[config.mk]
export PLATFORM = sky130hd
export DESIGN_NAME = pci_initiator
export DESIGN_NICKNAME = d
export VERILOG_FILES = /design/src/rtl/pci_pkg.sv /design/src/rtl/pci_devsel_timer.sv /design/src/rtl/pci_initiator.sv
export SDC_FILE = /design/constraint.sdc
export NUM_CORES = 1
export LEC_CHECK = 0
export ABC_AREA = 1
export CAP_MARGIN = 20
export CELL_PAD_IN_SITES_DETAIL_PLACEMENT = 2
export CELL_PAD_IN_SITES_GLOBAL_PLACEMENT = 2
export CORE_ASPECT_RATIO = 1.75
export CORE_MARGIN = 5
export CORE_UTILIZATION = 23
export DETAILED_ROUTE_END_ITERATION = 8
export GPL_ROUTABILITY_DRIVEN = 0
export PLACE_DENSITY_LB_ADDON = 0.1
export SLEW_MARGIN = 20
export SYNTH_ARGS = -nofsm -noshare
export SYNTH_HDL_FRONTEND = slang
export SYNTH_SLANG_ARGS = --single-unit
[constraint.sdc]
create_clock -name clk -period 1.78 [get_ports clk]
set_input_delay 0.356 -clock clk [delete_from_list [all_inputs] [get_ports clk]]
set_output_delay 0.356 -clock clk [all_outputs]
set_load 0.05 [all_outputs]
[src/rtl/pci_pkg.sv]
// pci_pkg: shared PCI initiator constants, command codes, state and status types.
package pci_pkg;
    localparam int MAX_BURST  = 16;
    localparam int DEVSEL_TMO = 5;
    localparam logic [3:0] CMD_MEM_RD = 4'b0110;
    localparam logic [3:0] CMD_MEM_WR = 4'b0111;
    typedef enum logic [2:0] {IDLE, REQ, ADDR, DATA, TURN} state_t;
    typedef enum logic [1:0] {STAT_OK = 2'b00, STAT_ABORT = 2'b01, STAT_STOP = 2'b10} status_t;
    function automatic logic is_write(input logic [3:0] c);
        return c == CMD_MEM_WR;
    endfunction
endpackage

[src/rtl/pci_devsel_timer.sv]
// pci_devsel_timer: DEVSEL# claim timer; loaded in the address phase, flags a timeout when no target responds.
module pci_devsel_timer
    import pci_pkg::*;
#(
    parameter int TMO = DEVSEL_TMO
) (
    input  logic clk,
    input  logic rst_n,
    input  logic load,
    input  logic run,
    input  logic devsel_n,
    output logic timeout
);
    localparam int W = $clog2(TMO + 1);
    logic [W-1:0] cnt;
    // the address cycle is the first counted cycle, hence the TMO-1 preload
    always_ff @(posedge clk or negedge rst_n) begin
        if (!rst_n) cnt <= '0;
        else if (load) cnt <= W'(TMO - 1);
        else if (run && !devsel_n) cnt <= '0;
        else if (run && cnt != '0) cnt <= cnt - 1'b1;
    end
    assign timeout = run && devsel_n && cnt == W'(1);
endmodule

[src/rtl/pci_initiator.sv]
// pci_initiator: PCI bus master (REQ/GNT, address phase, 1-16 data phases).
// Master abort on missing DEVSEL# is built only with PCI_INIT_MASTER_ABORT_EN.
module pci_initiator
    import pci_pkg::*;
(
    input  logic        clk,
    input  logic        rst_n,
    input  logic        start,
    input  logic [3:0]  cmd,
    input  logic [31:0] addr,
    input  logic [3:0]  len,
    input  logic [31:0] wr_data,
    output logic        wr_pop,
    output logic [31:0] rd_data,
    output logic        rd_valid,
    output logic        busy,
    output logic        done,
    output logic [1:0]  status,
    output logic        REQ,
    input  logic        GNT,
    input  logic        FRAME_in,
    input  logic        IRDY_in,
    input  logic        TRDY,
    input  logic        DEVSEL,
    input  logic        STOP,
    output logic        FRAME_out,
    output logic        IRDY_out,
    output logic        fi_oe,
    output logic [31:0] ad_out,
    input  logic [31:0] ad_in,
    output logic        ad_oe,
    output logic [3:0]  cbe_out
);
    localparam int CW = $clog2(MAX_BURST);
    state_t state, state_nx;
    logic [3:0] cmd_q, len_q;
    logic [31:0] addr_q;
    logic [CW-1:0] cnt;
    logic wr, xfer, last, abort;

`ifdef PCI_INIT_MASTER_ABORT_EN
    pci_devsel_timer #(.TMO(DEVSEL_TMO)) u_devsel_timer (
        .clk(clk),
        .rst_n(rst_n),
        .load(state == ADDR),
        .run(state == DATA),
        .devsel_n(DEVSEL),
        .timeout(abort)
    );
`else
    logic unused_devsel;
    assign unused_devsel = DEVSEL;
    assign abort = 1'b0;
`endif

    assign wr   = is_write(cmd_q);
    assign last = cnt == CW'(len_q);
    assign xfer = state == DATA && !TRDY && !abort;
    assign busy = state != IDLE || done;

    always_ff @(posedge clk or negedge rst_n) begin
        if (!rst_n) state <= IDLE;
        else state <= state_nx;
    end

    always_comb begin
        state_nx = state;
        unique case (state)
            IDLE:         state_nx = (start && !done) ? pci_pkg::REQ : IDLE;
            pci_pkg::REQ: state_nx = (!GNT && FRAME_in && IRDY_in) ? ADDR : pci_pkg::REQ;
            ADDR:         state_nx = DATA;
            DATA:         state_nx = (abort || !STOP || (xfer && last)) ? TURN : DATA;
            TURN:         state_nx = IDLE;
            default:      state_nx = IDLE;
        endcase
    end

    // FRAME# rises as the last data phase begins; reads leave AD to the target
    always_comb begin
        REQ       = state != pci_pkg::REQ;
        FRAME_out = !(state == ADDR || (state == DATA && !last));
        IRDY_out  = state != DATA;
        fi_oe     = state == ADDR || state == DATA || state == TURN;
        ad_oe     = state == ADDR || (state == DATA && wr);
        ad_out    = state == ADDR ? addr_q : (state == DATA && wr) ? wr_data : 32'h0;
        cbe_out   = state == ADDR ? cmd_q : state == DATA ? 4'b0000 : 4'b1111;
        wr_pop    = xfer && wr;
    end

    always_ff @(posedge clk or negedge rst_n) begin
        if (!rst_n) begin
            cmd_q    <= '0;
            addr_q   <= '0;
            len_q    <= '0;
            cnt      <= '0;
            done     <= 1'b0;
            status   <= STAT_OK;
            rd_valid <= 1'b0;
            rd_data  <= '0;
        end else begin
            if (state == IDLE && start && !done) begin
                cmd_q  <= cmd;
                addr_q <= addr;
                len_q  <= len;
                status <= STAT_OK;
            end
            cnt      <= state == ADDR ? '0 : xfer ? cnt + 1'b1 : cnt;
            done     <= state == TURN;
            rd_valid <= xfer && !wr;
            if (xfer && !wr) rd_data <= ad_in;
            if (state == DATA && state_nx == TURN)
                status <= abort ? STAT_ABORT : !STOP ? STAT_STOP : STAT_OK;
        end
    end
endmodule

==> impl_metrics.csv, run 1 <==
group,metric,value,unit
status,status,"finished, violations left",
status,violations,"negative setup slack",
pwr,leakagePower,3.331,nW
pwr,peakVddDrop,0.7133,mV
sta,fin_skew,11.91,ps
grt,track_usage,16.68,%
clock_tree,cts-htree-levels,3,
clock_tree,cts-root-buf,"clkbuf_16",
layout,stdcell_count,781,
critical_path,worst_ep_required_time,1420,ps
sta,finalHoldViolCount,0,
floorplan,fp.dieArea,18920,um2
detailed_routing,viasPerCell,4.626,
yosys,synth_ff_type,"dfrtp_1",
clock_tree,numCtsBuffers,9,
detailed_routing,route.met2.wl,9064,um
clock_tree,clock_latency,340,ps
layout,fin_nets,700,
detailed_routing,drt_wl_total,15630,um
critical_path,start_kind,"register",
layout,final_common_cell,"nand2_1",
grt,grt_overflow_total,0,
hold_path,hp-class,"input port to asynchronous set/reset pin",
sta,min_period_over_period,113.3,%
sta,slew_violations,0,
critical_path,critical_path_class,"register to output port",
detailed_routing,wl_per_cell,20.01,um
yosys,ys_seq_area_share,55.14,%
layout,fin_util,43.53,%
floorplan,boundaryPins,192,
clock_tree,path_clk_slew,70,ps
grt,antenna_found_initial,1,
detailed_routing,routed.top_layer,"met4",
clock_tree,cts_tree,"done",
detailed_routing,ant_nets,0,
pwr,power,11.76,mW
sta,setup_viol_count_final,38,
floorplan,die_x,106.2,um
run,drv_cap,0,
yosys,ys_warn_count,0,
yosys,yosysTopAreaCell,"dfrtp_1",
sta,max_freq,495.9,MHz
yosys,synth_fp_nets,482,
yosys,synth.area.top_cells,"dfrtp_1, nand2_1, a32o_1",
place,port_buffers,189,
yosys,synth-seq-cells,82,
yosys,syn_inst,368,
floorplan,rows,61,
floorplan,initial_core_util,23.44,%
critical_path,path_cells,"inv_2 -> nand4_1 -> inv_2 -> buf_12 -> a32o_2 -> buf_12",
layout,final_cell_mix,"nand2_1, clkdlybuf4s50_1, dfrtp_1, buf_4, buf_12",
sta,worst_slack,-236.7,ps
sta,period_needed,2017,ps
layout,drive_gt1_share,38.24,%
detailed_routing,route.detailed.drc,0,
clock_tree,cts_max_path_buffers,2,
critical_path,cpPeakStageDelay,370,ps
detailed_routing,first_pass_iters,4,
yosys,synth_cell_types,32,
detailed_routing,vias,3613,
grt,grt_start_max_net_pins,39,
critical_path,critPathCaptureType,"output port",
critical_path,crit_arrival,1660,ps
pwr,p_per_area,1702,nW/um2
detailed_routing,wl_met1,5411,um
critical_path,r2r_cells,4,
yosys,synth_area,3721,um2
yosys,async_reset_ff_share,100.0,%
sta,setup_tns,-7490,ps
detailed_routing,wl_met3,859,um
place,hpwlAfterDp,11780,um
floorplan,core,15880,um2
grt,grt_pass1_wl,24080,um
place,pre_cts_slack,-10.88,ps
place,placed_cells,748,
sta,rsz0062_at_grt,"true",
clock_tree,cts_sinks,82,
yosys,synth_area_per_cell,10.11,um2
critical_path,crit_slowest_cell,"dfrtp_1",
grt,grt_pass1_vias,4204,
yosys,synth_top_area_share,55.14,%
floorplan,die_y,178.3,um
critical_path,cp_max_fo,12,
layout,syn2layout_area_growth,85.71,%
detailed_routing,drtIter0Drc,42,
yosys,synth_edf_count,0,
## Yosys cell counts, drive strengths merged, types with 2 or more instances
master	instances
nand2	132
o21ai	7
clkbuf	2
mux2	33
a32o	32
dfrtp	82
buf	19
a21oi	7
nor2	17
nand3	3
nor3	3
inv	22
## worst max-delay path, delay by kind of cell (launching register included)
kind / cells / cell delay [ps]
buffers and inverters: 4 / 590
flip-flops: 1 / 370
AND/OR/NAND/NOR: 1 / 140
AO/OA/AOI/OAI: 1 / 210
## report_power, final
group | leakage [nW] | switching, mW | internal, mW | total (mW)
clock | 0.129 | 0.770 | 0.942 | 1.71
sequential | 1.00 | 0.537 | 2.72 | 3.26
combinational | 2.20 | 3.96 | 2.82 | 6.79
## final timing paths
check / slack, ps / end / startpoint
max in group asynchronous: 820 / rd_data[23] / rst_n
min: 460 / status[1] / rst_n
max: -240 / ad_out[11] / cmd_q[3]
max reg2reg: 220 / addr_q[24] / state[0]
min in group clk: 490 / rd_data[20] / rd_data[20]
min reg2reg: 490 / rd_data[20] / rd_data[20]
## what timing repair did
item | 4_1_cts | 5_1_grt
cloned | 1 | 3
pin swaps | 20 | 7
endpoints found under the setup margin | 42 | 43
setup buffers | 8 | 4
endpoints found under the hold margin | 18 | 0
gates resized for setup | 34 | 12
hold buffers | 1 | 0
## layer usage
layer | up-vias | global-route usage, %
li1 | 1666 | -
met1 | 1809 | 16.98
met5 | - | 0
met2 | 123 | 32.43
met4 | 0 | 5.240
met3 | 15 | 4.491
## registers in the layout, summed over array words and instances (netlist names)
signal    flops
rd_valid      1
status        1
state         3
len_q         4
cnt           4
addr_q       32
cmd_q         4
done          1
rd_data      32
## per-stage QoR
step | instance area [um2] | hold WS (ps)
after floorplan | 3761 | 60.41
after global placement | 6356 | 292.5
after detailed placement | 6356 | 291.2
after CTS | 6813 | 469.7
after global routing | 6910 | 484.4
final | 6910 | 461.0
## final cells by class
cell class | count | area, um2
timing repair buffer | 228 | 2693
multi-input combinational | 242 | 1564
clock buffer | 11 | 232.7
fill | 1686 | 8965
sequential | 82 | 2053
tap | 189 | 236.5
antenna | 1 | 2.502
clock inverter | 5 | 31.28
inverter | 23 | 97.59
## logic make-up (layout without fill, tap and decap cells)
family                   after synthesis  in the layout  share of synthesized area [%]
AO/OA/AOI/OAI                         48             48                          10.86
XOR/XNOR                               1              1                         0.2354
adder cells (fa/ha/maj)                1              1                         0.3362
buffers and inverters                 44            267                          5.817
flip-flops                            82             82                          55.14
multiplexers                          33             33                          9.987
other                                  1              2                         0.1008
AND/OR/NAND/NOR                      158            158                          17.52
Power figures use the tool's default switching activity.
==> run 2: changes to the inputs <==
==> constraint.sdc (replaced) <==
create_clock -name clk -period 1.9 [get_ports clk]
set_input_delay 0.38 -clock clk [delete_from_list [all_inputs] [get_ports clk]]
set_output_delay 0.38 -clock clk [all_outputs]
set_load 0.05 [all_outputs]
==> run 2 against run 1 <==
The flow finishes with violations (negative hold slack, negative setup slack). Largest power group unchanged. Critical endpoint is now ad_out[25]. Power decreased by 1.7%. Final cell count decreased by 0.90%. Clock power increased by 27%. First-iteration DRC count increased by 40%. Sequential share of layout area decreased by 0.16 points. Global-route usage increased by 0.17 points. Register-to-register slack improved by 110 ps.
==> impl_metrics.csv, run 2 (same netlist as run 1, synthesis figures left out) <==
group,metric,value,unit
detailed_routing,viasPerCell,4.642,
clock_tree,cts-htree-levels,3,
grt,antenna_found_initial,0,
place,hpwlAfterDp,11620,um
clock_tree,cts_tree,"done",
pwr,peakVddDrop,0.5922,mV
sta,worst_slack,-136.9,ps
pwr,switching_power,4.962,mW
clock_tree,cts_hold_buf,0,
sta,fin_skew,7.710,ps
hold_path,hp-class,"input port to asynchronous set/reset pin",
pwr,p_per_area,1665,nW/um2
pwr,seqPwrFrac,26.4,%
detailed_routing,drtIter0Drc,59,
critical_path,path_cells,"inv_2 -> nand2_4 -> nor2_4 -> buf_12 -> clkbuf_16 -> a32o_2 -> buf_12",
critical_path,cpPeakStageDelay,390,ps
place,placed_cells,740,
grt,grt_pass1_wl,24470,um
sta,rsz0062_at_grt,"true",
sta,finalHoldViolCount,2,
layout,final_cell_mix,"nand2_1, clkdlybuf4s50_1, dfrtp_1, buf_12, buf_4",
critical_path,cp_max_fo,6,
detailed_routing,drt_wl_total,15570,um
status,violations,"negative hold slack, negative setup slack",
floorplan,initial_core_util,23.44,%
detailed_routing,wl_per_cell,20.12,um
critical_path,worst_ep_required_time,1520,ps
sta,min_period_over_period,107.2,%
pwr,swShare,42.91,%
clock_tree,cts_max_path_buffers,2,
layout,fin_nets,693,
detailed_routing,route.detailed.drc,0,
clock_tree,numCtsBuffers,9,
critical_path,crit_slowest_cell,"dfrtp_1",
clock_tree,cts-root-buf,"clkbuf_16",
critical_path,critPathCaptureType,"output port",
grt,grt_start_max_net_pins,44,
pwr,clkPwrFrac,18.8,%
layout,largestRegisters,"addr_q (32), rd_data (32)",
run,drv_cap,0,
critical_path,cp_num_buf_inv,4,
sta,relSlewSlack,65.01,%
detailed_routing,vias,3593,
clock_tree,path_clk_slew,70,ps
grt,track_usage,16.85,%
pwr,leakagePower,3.367,nW
sta,period_needed,2037,ps
pwr,power,11.56,mW
detailed_routing,ant_nets,0,
place,placed_area,6291,um2
pwr,combPwrFrac,54.9,%
floorplan,rows,61,
critical_path,crit_arrival,1660,ps
floorplan,die_y,178.3,um
floorplan,core,15880,um2
sta,slew_violations,0,
critical_path,start_kind,"register",
floorplan,die_x,106.2,um
status,status,"finished, violations left",
critical_path,crit_family,"buffers and inverters",
floorplan,fp.dieArea,18920,um2
layout,final_common_cell,"nand2_1",
place,port_buffers,189,
pwr,p_int,6.602,mW
layout,stdcell_count,774,
sta,tightestPinTransition,527.0,ps
critical_path,cp_common_cell,"buf_12",
critical_path,critical_path_class,"register to output port",
sta,max_freq,491.0,MHz
sta,setup_viol_count_final,34,
layout,drive_gt1_share,37.16,%
layout,syn2layout_area_growth,86.68,%
clock_tree,clock_latency,340,ps
layout,final_cell_area,6947,um2
clock_tree,cts_sinks,82,
sta,fin_hold_ws,-1.589,ps
grt,grt_pass1_vias,4248,
detailed_routing,first_pass_iters,4,
grt,grt_overflow_total,0,
floorplan,boundaryPins,192,
-- run 2: changes by cell type in the layout (fill, tap and decap cells not counted), moves of 2 or more --
| cell | change |
|---|---|
| nand2_2 | +5 |
| nand2_1 | -4 |
| bufinv_16 | +4 |
| dlygate4sd2_1 | +8 |
| dlymetal6s2s_1 | +2 |
| buf_4 | -13 |
| inv_2 | +2 |
| clkinv_2 | -3 |
| inv_4 | +2 |
| inv_1 | -2 |
-- run 2: cell type report --
class	count	area [um2]
Clock inverter	6	137.6
Timing Repair Buffer	221	2619
Sequential cell	82	2053
Multi-Input combinational cell	242	1577
Fill cell	1702	8929
Tap cell	189	236.5
Inverter	23	92.59
Antenna cell	1	2.502
Clock buffer	10	229.0
-- run 2: power groups by stage --
stage	combinational (mW)	sequential (mW)	clock (mW)
global route	6.73	3.14	2.33
CTS	6.31	3.05	2.25
floorplan	2.41	4.01	0
global placement	5.85	3.04	0
finish	6.34	3.05	2.17
detailed placement	5.98	3.09	0
-- run 2: timing repair --
item | in CTS | in global routing
cloned | 1 | 1
resized for setup | 55 | 30
setup buffers | 12 | 4
pin swaps | 7 | 32
setup endpoints to repair | 50 | 42
-- run 2: final timing paths --
kind / startpoint / end / slack (ps) / depth (start not counted)
setup / recovery: state[2] / ad_out[25] / -140 / 7
setup reg to reg: state[2] / cnt[0] / 330 / 8
hold / removal: rst_n / len_q[3] / -2 / 1
min in group clk: rd_data[6] / rd_data[6] / 480 / 2
hold reg to reg: rd_data[6] / rd_data[6] / 480 / 2
max in group asynchronous: rst_n / addr_q[27] / 1250 / 2
-- run 2: metal layers --
layer  vias to the layer above  wire length (um)  global-route usage, %
met5                         -                 0                      0
met4                         0               255                  5.673
li1                       1652                 -                      -
met1                      1808              5196                  16.75
met3                        15               987                  5.541
met2                       118              9132                  32.33
-- run 2: metrics by stage --
| stage | hold WS [ps] | setup TNS, ps | setup slack [ps] | util (%) |
|---|---|---|---|---|
| 6_report | -1.589 | -3745 | -136.9 | 43.76 |
| 5_1_grt | 30.23 | -7097 | -222.5 | 43.74 |
| 4_1_cts | 19.73 | -4490 | -161.1 | 43.18 |
| 3_5_place_dp | 387.6 | 0 | 60.43 | 39.63 |
| 3_3_place_gp | 374.6 | 0 | 90.84 | 39.63 |
| 2_1_floorplan | 84.41 | -111.2 | -29.23 | - |
==> run 3: changes to the inputs <==
--- a/config.mk
+++ b/config.mk
@@ -9,12 +9,11 @@
 export CAP_MARGIN = 20
 export CELL_PAD_IN_SITES_DETAIL_PLACEMENT = 2
 export CELL_PAD_IN_SITES_GLOBAL_PLACEMENT = 2
-export CORE_ASPECT_RATIO = 1.75
 export CORE_MARGIN = 5
 export CORE_UTILIZATION = 23
 export DETAILED_ROUTE_END_ITERATION = 8
 export GPL_ROUTABILITY_DRIVEN = 0
-export PLACE_DENSITY_LB_ADDON = 0.1
+export PLACE_DENSITY = 0.84
 export SLEW_MARGIN = 20
 export SYNTH_ARGS = -nofsm -noshare
 export SYNTH_HDL_FRONTEND = slang
==> run 3 against run 2 <==
The run ends with negative setup slack left. Register-to-register slack worse by 110 ps. Setup slack worse by 42 ps. Worst hold slack improved by 480 ps. Sequential share of layout area down 0.33 points. Combinational power rose by 4.7%. Final cell count is 3.9% higher. Clock skew is 5.0 ps higher. Non-clock buffer count is 5 higher. Flip-flop and latch count did not move. Sequential power is essentially flat.
==> impl_metrics.csv, run 3 (same netlist as run 1, synthesis figures left out) <==
group,metric,value,unit
clock_tree,cts-htree-levels,3,
clock_tree,cts_sinks,82,
place,placed_area,6280,um2
detailed_routing,ant_nets,0,
critical_path,cp.depth,6,
critical_path,cp_max_fo,9,
clock_tree,path_clk_slew,70,ps
sta,max_freq,481.1,MHz
grt,grt_pass1_vias,4387,
floorplan,die_x,137.2,um
layout,largestRegisters,"addr_q (32), rd_data (32)",
sta,worst_slack,-178.8,ps
critical_path,startpoint,"state[1]",
floorplan,fp.dieArea,18820,um2
critical_path,reg2reg_from,"state[2]",
layout,final_cell_area,7020,um2
floorplan,core,15890,um2
pwr,leakagePower,3.416,nW
clock_tree,cts_max_path_buffers,2,
grt,grt_overflow_total,0,
sta,min_period_over_period,109.4,%
critical_path,cpPeakStageDelay,420,ps
sta,period_needed,2079,ps
detailed_routing,vias,3666,
pwr,power,11.63,mW
detailed_routing,viasPerCell,4.560,
pwr,p_per_area,1656,nW/um2
run,drv_cap,0,
layout,drive_gt1_share,36.29,%
grt,track_usage,18.44,%
critical_path,r2r_setup_slack,220,ps
clock_tree,cts-root-buf,"clkbuf_16",
sta,finalHoldViolCount,0,
critical_path,crit_arrival,1700,ps
sta,setup_viol_count_final,35,
clock_tree,clock_latency,350,ps
layout,syn2layout_area_growth,88.67,%
layout,fin_util,44.20,%
sta,fin_skew,12.70,ps
floorplan,boundaryPins,192,
place,placed_cells,766,
floorplan,die_y,137.2,um
grt,grt_pass1_wl,25990,um
critical_path,critical_path_class,"register to output port",
detailed_routing,wl_per_cell,21.77,um
clock_tree,numCtsBuffers,9,
layout,final_common_cell,"nand2_1",
sta,fin_hold_ws,474.4,ps
critical_path,start_kind,"register",
hold_path,hp-class,"register to register",
critical_path,crit_family,"buffers and inverters",
sta,tightestPinTransition,519.1,ps
critical_path,path_cells,"nand2_4 -> nor2_4 -> buf_4 -> buf_16 -> a32o_2 -> buf_12",
critical_path,critPathCaptureType,"output port",
detailed_routing,drt_wl_total,17510,um
grt,grt_start_max_net_pins,41,
critical_path,r2r_cells,9,
status,violations,"negative setup slack",
layout,final_cell_mix,"nand2_1, clkdlybuf4s50_1, dfrtp_1, buf_12, buf_4",
place,hpwlAfterDp,11490,um
sta,setup_tns,-5076,ps
status,status,"finished, violations left",
detailed_routing,route.detailed.drc,0,
detailed_routing,first_pass_iters,4,
floorplan,initial_core_util,23.42,%
clock_tree,cts_tree,"done",
layout,stdcell_count,804,
grt,antenna_found_initial,2,
critical_path,worst_ep_required_time,1520,ps
critical_path,crit_slowest_cell,"dfrtp_1",
critical_path,cp_num_buf_inv,3,
critical_path,regToRegEndpoint,"status[1]",
pwr,peakVddDrop,0.6325,mV
floorplan,rows,46,
sta,relSlewSlack,65.34,%
sta,rsz0062_at_grt,"true",
critical_path,cp-endpoint,"ad_out[8]",
place,port_buffers,189,
layout,fin_nets,698,
detailed_routing,drtIter0Drc,71,
sta,slew_violations,0,
place,pre_cts_slack,82.96,ps
run 3: metal layers:
metal  vias up  part of all wire, %  global-route usage [%]
met2       138                   54                   34.33
li1       1666                    -                       -
met3        18                  8.9                   6.976
met4         2                  1.3                   5.432
met5         -                0.074                       0
met1      1842                   36                   19.18
run 3: how the worst min path moves through the flow:
stage	startpoint	end	cells past startpoint
final	rd_data[14]	rd_data[14]	2
after global routing	rd_data[14]	rd_data[14]	2
after CTS	rd_data[14]	rd_data[14]	2
after detailed placement	rst_n	addr_q[28]	1
after global placement	rst_n	addr_q[28]	1
after floorplan	rst_n	addr_q[0]	0
run 3: area by class of cell:
class	count	area [um2]
sequential	82	2052
clock buffer	11	242.7
tap	216	270.3
clock inverter	3	65.06
timing repair buffer	226	2691
fill	1630	8865
inverter	23	92.59
multi-input combinational	242	1604
antenna	1	2.502
run 3: power breakdown:
group / switching, mW / leakage, nW / internal [mW]
logic: 3.93 / 2.26 / 2.72
clock network: 0.742 / 0.151 / 1.17
registers: 0.522 / 1.00 / 2.55
total: 5.19 / 3.42 / 6.44
run 3: timing repair:
item / CTS / global route
endpoints found under the setup margin: 50 / 45
pin swaps: 10 / 13
buffers inserted: 11 / 7
hold buffers: 1 / 0
hold endpoints to repair: 26 / 0
resized for setup: 62 / 34
cloned: 3 / 3
run 3: worst reg2reg max path: stages, from the launching register on:
cell	delay (ps)
dfrtp_1	390
inv_2	80
nand2_4	70
buf_4	180
nor3_4	260
nand3_1	170
nand2_1	120
nand2_1	110
nand2_1	110
nand2_1	70
